==> src/rtl/rom_arbiter.sv <==
// rom_arbiter: two-port round-robin arbiter in front of a combinational ROM with one-entry response slots.
// Define ROM_ARB_FIXED_PRI_EN to replace round-robin with fixed port-0 priority.
module rom_arbiter #(
  parameter int DATA_WIDTH = 32,
  parameter int ADDR_WIDTH = 32,
  parameter int ROM_BLOCK  = 1024
) (
  input  logic                  i_clk,
  input  logic                  i_rst,
  input  logic                  i_req0_valid,
  input  logic [ADDR_WIDTH-1:0] i_req0_addr,
  output logic                  o_req0_ready,
  input  logic                  i_req1_valid,
  input  logic [ADDR_WIDTH-1:0] i_req1_addr,
  output logic                  o_req1_ready,
  output logic                  o_rsp0_valid,
  output logic [DATA_WIDTH-1:0] o_rsp0_data,
  output logic                  o_rsp0_err,
  input  logic                  i_rsp0_ready,
  output logic                  o_rsp1_valid,
  output logic [DATA_WIDTH-1:0] o_rsp1_data,
  output logic                  o_rsp1_err,
  input  logic                  i_rsp1_ready,
  output logic [ADDR_WIDTH-1:0] o_rom_addr,
  input  logic [DATA_WIDTH-1:0] i_rom_data
);
  localparam logic [ADDR_WIDTH:0] rom_limit = (ADDR_WIDTH+1)'(ROM_BLOCK);
  logic elig0, elig1, gnt0, gnt1, oor;
  logic [DATA_WIDTH-1:0] cap_data;
`ifndef ROM_ARB_FIXED_PRI_EN
  logic last_gnt;
`endif
  always_comb begin
    elig0 = i_req0_valid && (!o_rsp0_valid || i_rsp0_ready);
    elig1 = i_req1_valid && (!o_rsp1_valid || i_rsp1_ready);
`ifdef ROM_ARB_FIXED_PRI_EN
    gnt0 = !i_rst && elig0;
    gnt1 = !i_rst && elig1 && !elig0;
`else
    gnt0 = !i_rst && elig0 && (!elig1 || last_gnt);
    gnt1 = !i_rst && elig1 && (!elig0 || !last_gnt);
`endif
    o_rom_addr = gnt0 ? i_req0_addr : gnt1 ? i_req1_addr : '0;
    oor = {1'b0, o_rom_addr} >= rom_limit;
    cap_data = oor ? '0 : i_rom_data;
  end
  assign o_req0_ready = gnt0;
  assign o_req1_ready = gnt1;
  // a grant refills the slot on the same edge the old response is consumed
  always_ff @(posedge i_clk) begin
    if (i_rst) begin
      o_rsp0_valid <= 1'b0;
      o_rsp0_data  <= '0;
      o_rsp0_err   <= 1'b0;
      o_rsp1_valid <= 1'b0;
      o_rsp1_data  <= '0;
      o_rsp1_err   <= 1'b0;
`ifndef ROM_ARB_FIXED_PRI_EN
      last_gnt     <= 1'b1;
`endif
    end else begin
      if (gnt0) begin
        o_rsp0_valid <= 1'b1;
        o_rsp0_data  <= cap_data;
        o_rsp0_err   <= oor;
      end else if (i_rsp0_ready) begin
        o_rsp0_valid <= 1'b0;
      end
      if (gnt1) begin
        o_rsp1_valid <= 1'b1;
        o_rsp1_data  <= cap_data;
        o_rsp1_err   <= oor;
      end else if (i_rsp1_ready) begin
        o_rsp1_valid <= 1'b0;
      end
`ifndef ROM_ARB_FIXED_PRI_EN
      if (gnt0 || gnt1) last_gnt <= gnt1;
`endif
    end
  end
endmodule

==> config.mk <==
export PLATFORM = sky130hd
export DESIGN_NAME = rom_arbiter
export DESIGN_NICKNAME = d
export VERILOG_FILES = /design/src/rtl/rom_arbiter.sv
export SDC_FILE = /design/constraint.sdc
export NUM_CORES = 1
export LEC_CHECK = 0
export BUFFER_PORTS_ARGS = -buffer_cell sky130_fd_sc_hd__buf_2
export CORE_MARGIN = 2
export CORE_UTILIZATION = 30
export DETAILED_ROUTE_END_ITERATION = 6
export GPL_ROUTABILITY_DRIVEN = 0
export HOLD_SLACK_MARGIN = 0.15
export PLACE_DENSITY = 0.61
export RECOVER_POWER = 25
export SLEW_MARGIN = 0
export SYNTH_ARGS = -nofsm -noshare
export SYNTH_HDL_FRONTEND = slang
export SYNTH_SLANG_ARGS = --single-unit
==> constraint.sdc <==
create_clock -name i_clk -period 4.55 [get_ports i_clk]
set_clock_uncertainty 0.2 [all_clocks]
set_input_delay 0.2275 -clock i_clk [delete_from_list [all_inputs] [get_ports i_clk]]
set_output_delay 0.2275 -clock i_clk [all_outputs]
set_load 0.005 [all_outputs]
Word-level counts from Yosys, hierarchy flattened
Index checks and enable logic that the tools add are counted.
- register bits after elaboration: 69
- bits of input ports: 102
- output and inout port bits: 102
- logic and storage cells: 34
- $lt $le $gt $ge: 1
- mux-type cells: 7
- reductions and logical operators: 19
- operators with widths (kind ; count):
    $mux 32 ; 3
    $ge 32x11->1 const B ; 1
    $logic_and 1x1->1 ; 6
    $logic_not 1->1 ; 6
    $logic_or 1x1->1 ; 5
    $mux 1 ; 4
    $reduce_bool 2->1 ; 2

Depth between registers and ports, before layout
Gate-level depths: netlist of the first run.
- word-level depth: 10
- mapped depth: 8
- gate-level depth less buffers: 5

Worst setup path after synthesis of the first run
Ideal clock, no wire load.
- kind: register to register
- start: reg last_gnt
- end: reg o_rsp1_data[12]
- setup time: 0.096 ns
- data arrival time: 2.028 ns
- data required time: 4.254 ns
- slack: 2.227 ns
- stages on the path, launching flop included: 8
- path buffers: 2
- clock period less this slack: 2.323 ns
- cell sequence: dfxtp_1 nand2b_2 o2111a_1 a22o_1 a2111o_1 buf_2 buf_2 o41ai_2
- longest elaborated chain between the ends: 7
- elaborated cells between the ends (all ways): 9
- those cells by class: order compare: 1; mux: 3; reduce/logical: 5
- RTL lines (what ; RTL line ; text):
    from (decl) ; 31 ; logic last_gnt;
    from (signal assigned) ; 77 ; if (gnt0 || gnt1) last_gnt <= gnt1;
    $logic_not 1->1 ; 41 ; gnt1 = !i_rst && elig1 && (!elig0 || !last_gnt);
    $logic_or 1x1->1 ; 41 ;
    $logic_and 1x1->1 ; 41 ;
    $mux 32 (2 in a row) ; 43 ; o_rom_addr = gnt0 ? i_req0_addr : gnt1 ? i_req1_addr : '0;
    $ge 32x11->1 ; 44 ; oor = {1'b0, o_rom_addr} >= rom_limit;
    $mux 32 ; 45 ; cap_data = oor ? '0 : i_rom_data;
    to (signal assigned) ; 71 ; o_rsp1_data <= cap_data;
    to (decl) ; 21 ; output logic [DATA_WIDTH-1:0] o_rsp1_data,
Several ways; a longest one is shown, not always the timed one.
A chain may end at the register's enable or synchronous reset.

Final worst setup path of the first run
- start: in i_rsp0_ready
- end: reg o_rsp1_data[5]
- longest elaborated chain between the ends: 9
- elaborated cells between the ends (all ways): 11
- those cells by class: order compare: 1; mux: 3; reduce/logical: 7
- RTL lines (what ; RTL line ; text):
    from (decl) ; 19 ; input logic i_rsp0_ready,
    $logic_or 1x1->1 (*) ; 34 ; elig0 = i_req0_valid && (!o_rsp0_valid || i_rsp0_ready);
    $logic_and 1x1->1 (*) ; 34 ;
    $logic_not 1->1 ; 41 ;
    $logic_or 1x1->1 ; 41 ;
    $logic_and 1x1->1 ; 41 ;
    $mux 32 (2 in a row) ; 43 ;
    $ge 32x11->1 ; 44 ;
    $mux 32 ; 45 ;
Mark *: on every way between the ends. The rest lies on a longest branch, timed or not.

==> reports/qor.csv, run 1 <==
stage;metric;value;unit
outcome;run status;complete, no violations;
synth;post-synth net total;456;
pwr;PwrDens;344.9;nW/µm²
routing;drt via density;5.260;
global_routing;largest net degree at the start of global routing;43;
critical_path;crit start category;input port;
placement;I/O Buffers;203;
routing;wire length per cell;17.88;µm
sta;Slew HR;0.3866;
global_routing;grt ovf;0;
routing;total iterations of the first detailed-routing run;5;
clock_network;CTS root buf;clkbuf_16;
synth;syn_area_per_cell;9.600;µm²
critical_path;worst setup path endpoint;o_rsp1_data[5];
global_routing;vias in the first global route;3800;
clock_network;CTS tree;yes;
synth;Post-synth ARST share;0;
synth;Ys Warns;0;
placement;Setup Slack @ Placement;1185;ps
critical_path;RR Endpoint;o_rsp1_data[5];
routing;DRT Wirelength;12920;µm
sta;post-layout min period;3423;ps
sta;setup ws final;1127;ps
global_routing;initial antenna violation count;2;
synth;count leader, synth;nand2_1;
placement;placed inst area;4481;µm²
sta;final period utilization;0.7524;
critical_path;worst-path fanout max;42;
clock_network;total CTS buffers;9;
critical_path;r2r startpoint;o_rsp0_valid;
synth;largest area contributor in the netlist;dfxtp_1;
critical_path;Worst Setup SP;i_rsp0_ready;
die;std cell rows;38;
die;die area;12190;µm²
routing;Routed Antenna Nets;0;
clock_network;Post-CTS Setup Bufs;0;
clock_network;Clock Sinks;69;
critical_path;FF-to-FF setup slack;1260;ps
die;io pins;204;
synth;Mapped Area;3398;µm²
clock_network;CTS H-tree lvls;3;
synth;post-synthesis sequential area ratio;0.4065;
final_layout;Final Util;0.4729;
routing;Iteration-0 DRC Markers;198;
synth;Post-synth top flop;dfxtp_1;
die;initial core utilization;0.3108;
synth;top cells by area, synth;dfxtp_1 (41%), o41ai_2 (18%), nand2_1 (11%), o41ai_1 (6.7%), a22o_1 (6.4%);
critical_path;Worst Path Required;4570;ps
routing;vias after detailed routing;3803;
die;die width;110.4;µm
synth;post-synthesis cell type count;32;
critical_path;CP arrival;3440;ps
placement;hpwl dp;9110;µm
sta;actual slew at the worst max-slew pin;920.2;ps
global_routing;first-pass GRT wire length;20090;µm
clock_network;clk buf depth;2;
hold_path;worst min path class;in -> reg;
synth;Post-synth EDFFs;0;
global_routing;GR Util All Layers;0.2026;
pwr;peak supply drop;157.3;µV
clock_network;clock transition at the registers of the reported paths;60;ps
final_layout;layout cells sized above 1;0.4355;
synth;Yosys reg bits;69;
critical_path;CP endpoint kind;flip-flop;
critical_path;CP Class;in -> reg;
synth;Yosys top cell area share;0.4065;
sta;count of pins over their slew limit;0;
critical_path;FF-to-FF path depth;6;
final_layout;fin area;5171;µm²
die;Die Y;110.4;µm
routing;# DRC;0;
final_layout;Layout Nets;678;
sta;FMAX;292.1;MHz
synth;Gate Count Post-Synth;354;
final_layout;Syn-to-layout area delta;52.17;%
clock_network;clock latency on the worst-skew pair;320;ps
sta;setup_tns;0;ps
job;total of max-cap violations;0;
sta;Finish-stage setup viols;0;
synth;most instantiated cells after synthesis;nand2_1 (99), dfxtp_1 (69), o41ai_2 (38);
sta;RSZ-0062 raised after global routing;false;
die;area of the core;10940;µm²
sta;count of final hold-check violations;0;
pwr;Leakage;2.451;nW
## layout make-up
cell class / count / area [µm²]
well taps: 140 / 175.2
diodes: 2 / 5.005
fillers: 1058 / 5764
repair buffers: 248 / 1416
clock inverters: 3 / 90.09
multi-input cells: 245 / 1822
inverters: 3 / 11.26
flip-flops and latches: 69 / 1381
clock buffers: 13 / 270.3
## worst min path at each step
stage,startpoint,to,slack (ps),depth (start not counted)
after floorplan,i_rom_data[31],o_rsp0_data[31],200,2
after global placement,o_rsp1_data[31],o_rsp1_data[31],230,2
after detailed placement,o_rsp0_data[20],o_rsp0_data[20],230,2
after CTS,i_rsp1_ready,o_rsp1_valid,170,3
after global routing,i_rsp1_ready,o_rsp1_valid,220,3
final,i_rsp1_ready,o_rsp1_valid,200,3
## logic make-up (layout without fill, tap and decap cells)
group | Yosys count | in the layout | synth area share
AND/OR/NAND/NOR | 128 | 128 | 0.1524
other | 0 | 2 | 0
buffers and inverters | 40 | 267 | 0.05965
AO/OA/AOI/OAI | 117 | 117 | 0.3814
flip-flops | 69 | 69 | 0.4065
## critical path, stage by stage
cell           delay [ps]
dlygate4sd3_1         520
buf_2                 110
nor2b_1                90
o211ai_1              680
o32ai_1               240
a2111o_2              710
buf_4                 410
o41ai_1               410
## placed cells by master, fill, tap and decap left out, drive strengths merged
master,synthesis,final
dlygate4sd3,0,35
nand2b,3,3
o21ai,1,1
dfxtp,69,69
clkbuf,24,32
o22ai,2,2
a2111o,2,2
o41ai,64,64
diode,0,2
and2,1,1
o2111ai,4,4
a22o,25,25
nand2,99,99
nor3,2,2
a22oi,4,4
o31a,2,2
buf,13,194
o32ai,2,2
a21oi,5,5
inv,3,3
o2111a,2,2
nand3,2,2
bufinv,0,3
o211ai,2,2
nor2,13,13
nor4,6,6
nor2b,2,2
o211a,2,2
## metrics by stage
step                hold WS (ps)  power, mW  cells
floorplan                  195.5     0.8256    354
global placement           225.4     0.9445    670
detailed placement         233.3     0.9480    670
CTS                        168.7      1.806    721
global route               218.0      1.859    723
finish                     199.9      1.784    723
## registers in the layout, summed over array words and instances, names as in the netlist
register	count
o_rsp0_err	1
o_rsp1_data	32
last_gnt	1
o_rsp1_valid	1
o_rsp1_err	1
o_rsp0_data	32
o_rsp0_valid	1
## metal layers
layer  vias up  global-route usage  wire length, µm
met4         0              0.1058              389
li1       1799                   -                -
met1      1786              0.2264             4942
met5         -                   0                0
met3        25             0.05543             1001
met2       193              0.3509             6591
## timing repair
| item | 4_1_cts | 5_1_grt |
|---|---|---|
| resized for setup | 0 | 0 |
| hold endpoints to repair | 67 | 0 |
| hold buffers | 35 | 0 |
## power breakdown
part	internal [mW]	switching [mW]
sequential	0.619	0.00883
clock	0.580	0.246
combinational	0.122	0.207
Power figures use the tool's default switching activity.
==> run 2: changes to the inputs <==
==> constraint.sdc (replaced) <==
create_clock -name i_clk -period 3.4 [get_ports i_clk]
set_clock_uncertainty 0.2 [all_clocks]
set_input_delay 0.17 -clock i_clk [delete_from_list [all_inputs] [get_ports i_clk]]
set_output_delay 0.17 -clock i_clk [all_outputs]
set_load 0.005 [all_outputs]
==> reports/qor.csv, run 2 (same netlist as run 1, synthesis figures left out) <==
stage;metric;value;unit;change
critical_path;FF-to-FF setup slack;440;ps;was 1260 ps
critical_path;Worst Setup SP;i_req0_valid;;was i_rsp0_ready
sta;actual slew at the worst max-slew pin;934.2;ps;was 920.2 ps
routing;drt via density;5.300;;was 5.260
critical_path;CP arrival;3150;ps;was 3440 ps
sta;RSZ-0062 raised after global routing;false;;unchanged
sta;Finish-stage setup viols;0;;unchanged
placement;I/O Buffers;203;;unchanged
hold_path;worst min path class;in -> reg;;unchanged
final_layout;commonest non-fill, non-tap cell in the layout;buf_2;;unchanged
routing;Routed Antenna Nets;0;;unchanged
critical_path;crit start category;input port;;unchanged
pwr;peak supply drop;243.9;µV;was 157.3 µV
die;die width;110.4;µm;unchanged
pwr;Leakage;2.429;nW;was 2.451 nW
critical_path;CP endpoint kind;flip-flop;;unchanged
die;area of the core;10940;µm²;unchanged
sta;FMAX;318.9;MHz;
global_routing;largest net degree at the start of global routing;67;;was 43
clock_network;total CTS buffers;9;;unchanged
sta;count of final hold-check violations;0;;unchanged
clock_network;CTS H-tree lvls;3;;unchanged
routing;# DRC;0;;unchanged
global_routing;GR Util All Layers;0.2059;;was 0.2026
sta;count of pins over their slew limit;0;;unchanged
critical_path;worst-path fanout max;66;;was 42
final_layout;most frequent cells in the layout;buf_2 (182), nand2_1 (99), dfxtp_1 (69);;was buf_2 (183), nand2_1 (99), dfxtp_1 (69)
routing;vias after detailed routing;3853;;was 3803
outcome;run status;complete, no violations;;unchanged
critical_path;r2r startpoint;o_rsp0_valid;;unchanged
critical_path;FF-to-FF path depth;7;;was 6
sta;setup_tns;0;ps;unchanged
critical_path;CP Class;in -> reg;;unchanged
clock_network;Post-CTS Setup Bufs;0;;unchanged
global_routing;grt ovf;0;;unchanged
critical_path;RR Endpoint;o_rsp1_data[6];;was o_rsp1_data[5]
clock_network;CTS root buf;clkbuf_16;;unchanged
final_layout;biggest regs;o_rsp0_data x32, o_rsp1_data x32;;unchanged
sta;final period utilization;0.9222;;
routing;total iterations of the first detailed-routing run;4;;was 5
sta;Slew HR;0.3772;;was 0.3866
clock_network;clock transition at the registers of the reported paths;60;ps;about the same
die;io pins;204;;unchanged
die;Die Y;110.4;µm;unchanged
final_layout;Layout Nets;682;;was 678
job;total of max-cap violations;0;;unchanged
die;die area;12190;µm²;unchanged
routing;Iteration-0 DRC Markers;227;;was 198
global_routing;initial antenna violation count;2;;unchanged
die;initial core utilization;0.3108;;unchanged
clock_network;Clock Sinks;69;;unchanged
pwr;PwrDens;418.2;nW/µm²;was 344.9 nW/µm²
critical_path;worst setup path endpoint;o_rsp1_data[6];;was o_rsp1_data[5]
final_layout;Syn-to-layout area delta;50.63;%;was 52.17%
routing;DRT Wirelength;12920;µm;about the same
clock_network;clock latency on the worst-skew pair;330;ps;was 320 ps
pwr;Tot Pwr;2.141;mW;was 1.784 mW
global_routing;vias in the first global route;3886;;was 3800
placement;hpwl dp;9021;µm;was 9110 µm
critical_path;Worst Path Required;3420;ps;was 4570 ps
final_layout;layout cells sized above 1;0.4359;;was 0.4355
die;std cell rows;38;;unchanged
sta;post-layout min period;3136;ps;
clock_network;CTS tree;yes;;unchanged
clock_network;clk buf depth;2;;unchanged
global_routing;first-pass GRT wire length;20470;µm;was 20090 µm
routing;wire length per cell;17.77;µm;was 17.88 µm
-- run 2: cell types whose count changed in the layout (fill, tap and decap cells not counted), sizes merged --
cell | before | now
clkinvlp | 0 | 1
bufinv | 3 | 0
clkinv | 0 | 4
clkbuf | 32 | 29
dlygate4sd3 | 35 | 37
inv | 3 | 5
buf | 194 | 195
-- run 2: repair_timing --
item / CTS / global route
resized for setup: 0 / 0
hold buffers: 37 / 0
endpoints found under the hold margin: 69 / 0
-- run 2: how the worst min path moves through the flow --
stage | start | to | slack [ps] | cells after the start
floorplan | i_rom_data[31] | o_rsp0_data[31] | 140 | 2
global placement | o_rsp1_data[31] | o_rsp1_data[31] | 230 | 2
detailed placement | o_rsp1_data[5] | o_rsp1_data[5] | 230 | 2
CTS | i_rsp1_ready | last_gnt | 200 | 4
global route | o_rsp1_data[5] | o_rsp1_data[5] | 270 | 2
finish | i_rsp1_ready | last_gnt | 210 | 4
-- run 2: final cells by class --
cell class	instances	area [µm²]
fillers	1071	5817
diodes	2	5.005
multi-input cells	245	1822
well taps	140	175.2
inverters	3	11.26
clock inverters	7	48.80
flip-flops and latches	69	1381
repair buffers	252	1450
clock buffers	9	225.2
-- run 2: worst max-delay path: stages --
cell	delay, ps
dlygate4sd3_1	540
buf_2	170
nand2_1	140
o211ai_1	380
buf_4	310
o22ai_1	90
a2111o_2	460
buf_4	360
o41ai_1	460
-- run 2: power breakdown --
group | switching (mW) | internal [mW] | leakage [nW]
Combinational | 0.279 | 0.166 | 1.73
Sequential | 0.0111 | 0.828 | 0.558
Clock | 0.361 | 0.495 | 0.136
Total | 0.651 | 1.49 | 2.43
-- run 2: stage by stage --
step | cell area, µm² | util | setup slack (ps) | hold slack [ps] | instances
floorplan | 3398 | - | 1077 | 138.0 | 354
global placement | 4496 | 0.4111 | 607.8 | 228.7 | 672
detailed placement | 4496 | 0.4111 | 460.8 | 231.2 | 672
CTS | 5140 | 0.4700 | 291.2 | 204.4 | 725
global route | 5119 | 0.4681 | 52.27 | 270.6 | 727
finish | 5119 | 0.4681 | 264.4 | 213.3 | 727
-- run 2: layer usage --
metal	track usage	up-vias	wire length, µm
li1	-	1811	-
met1	0.2266	1821	5057
met2	0.3595	187	6418
met3	0.05269	34	880
met4	0.1158	0	559
met5	0	-	0
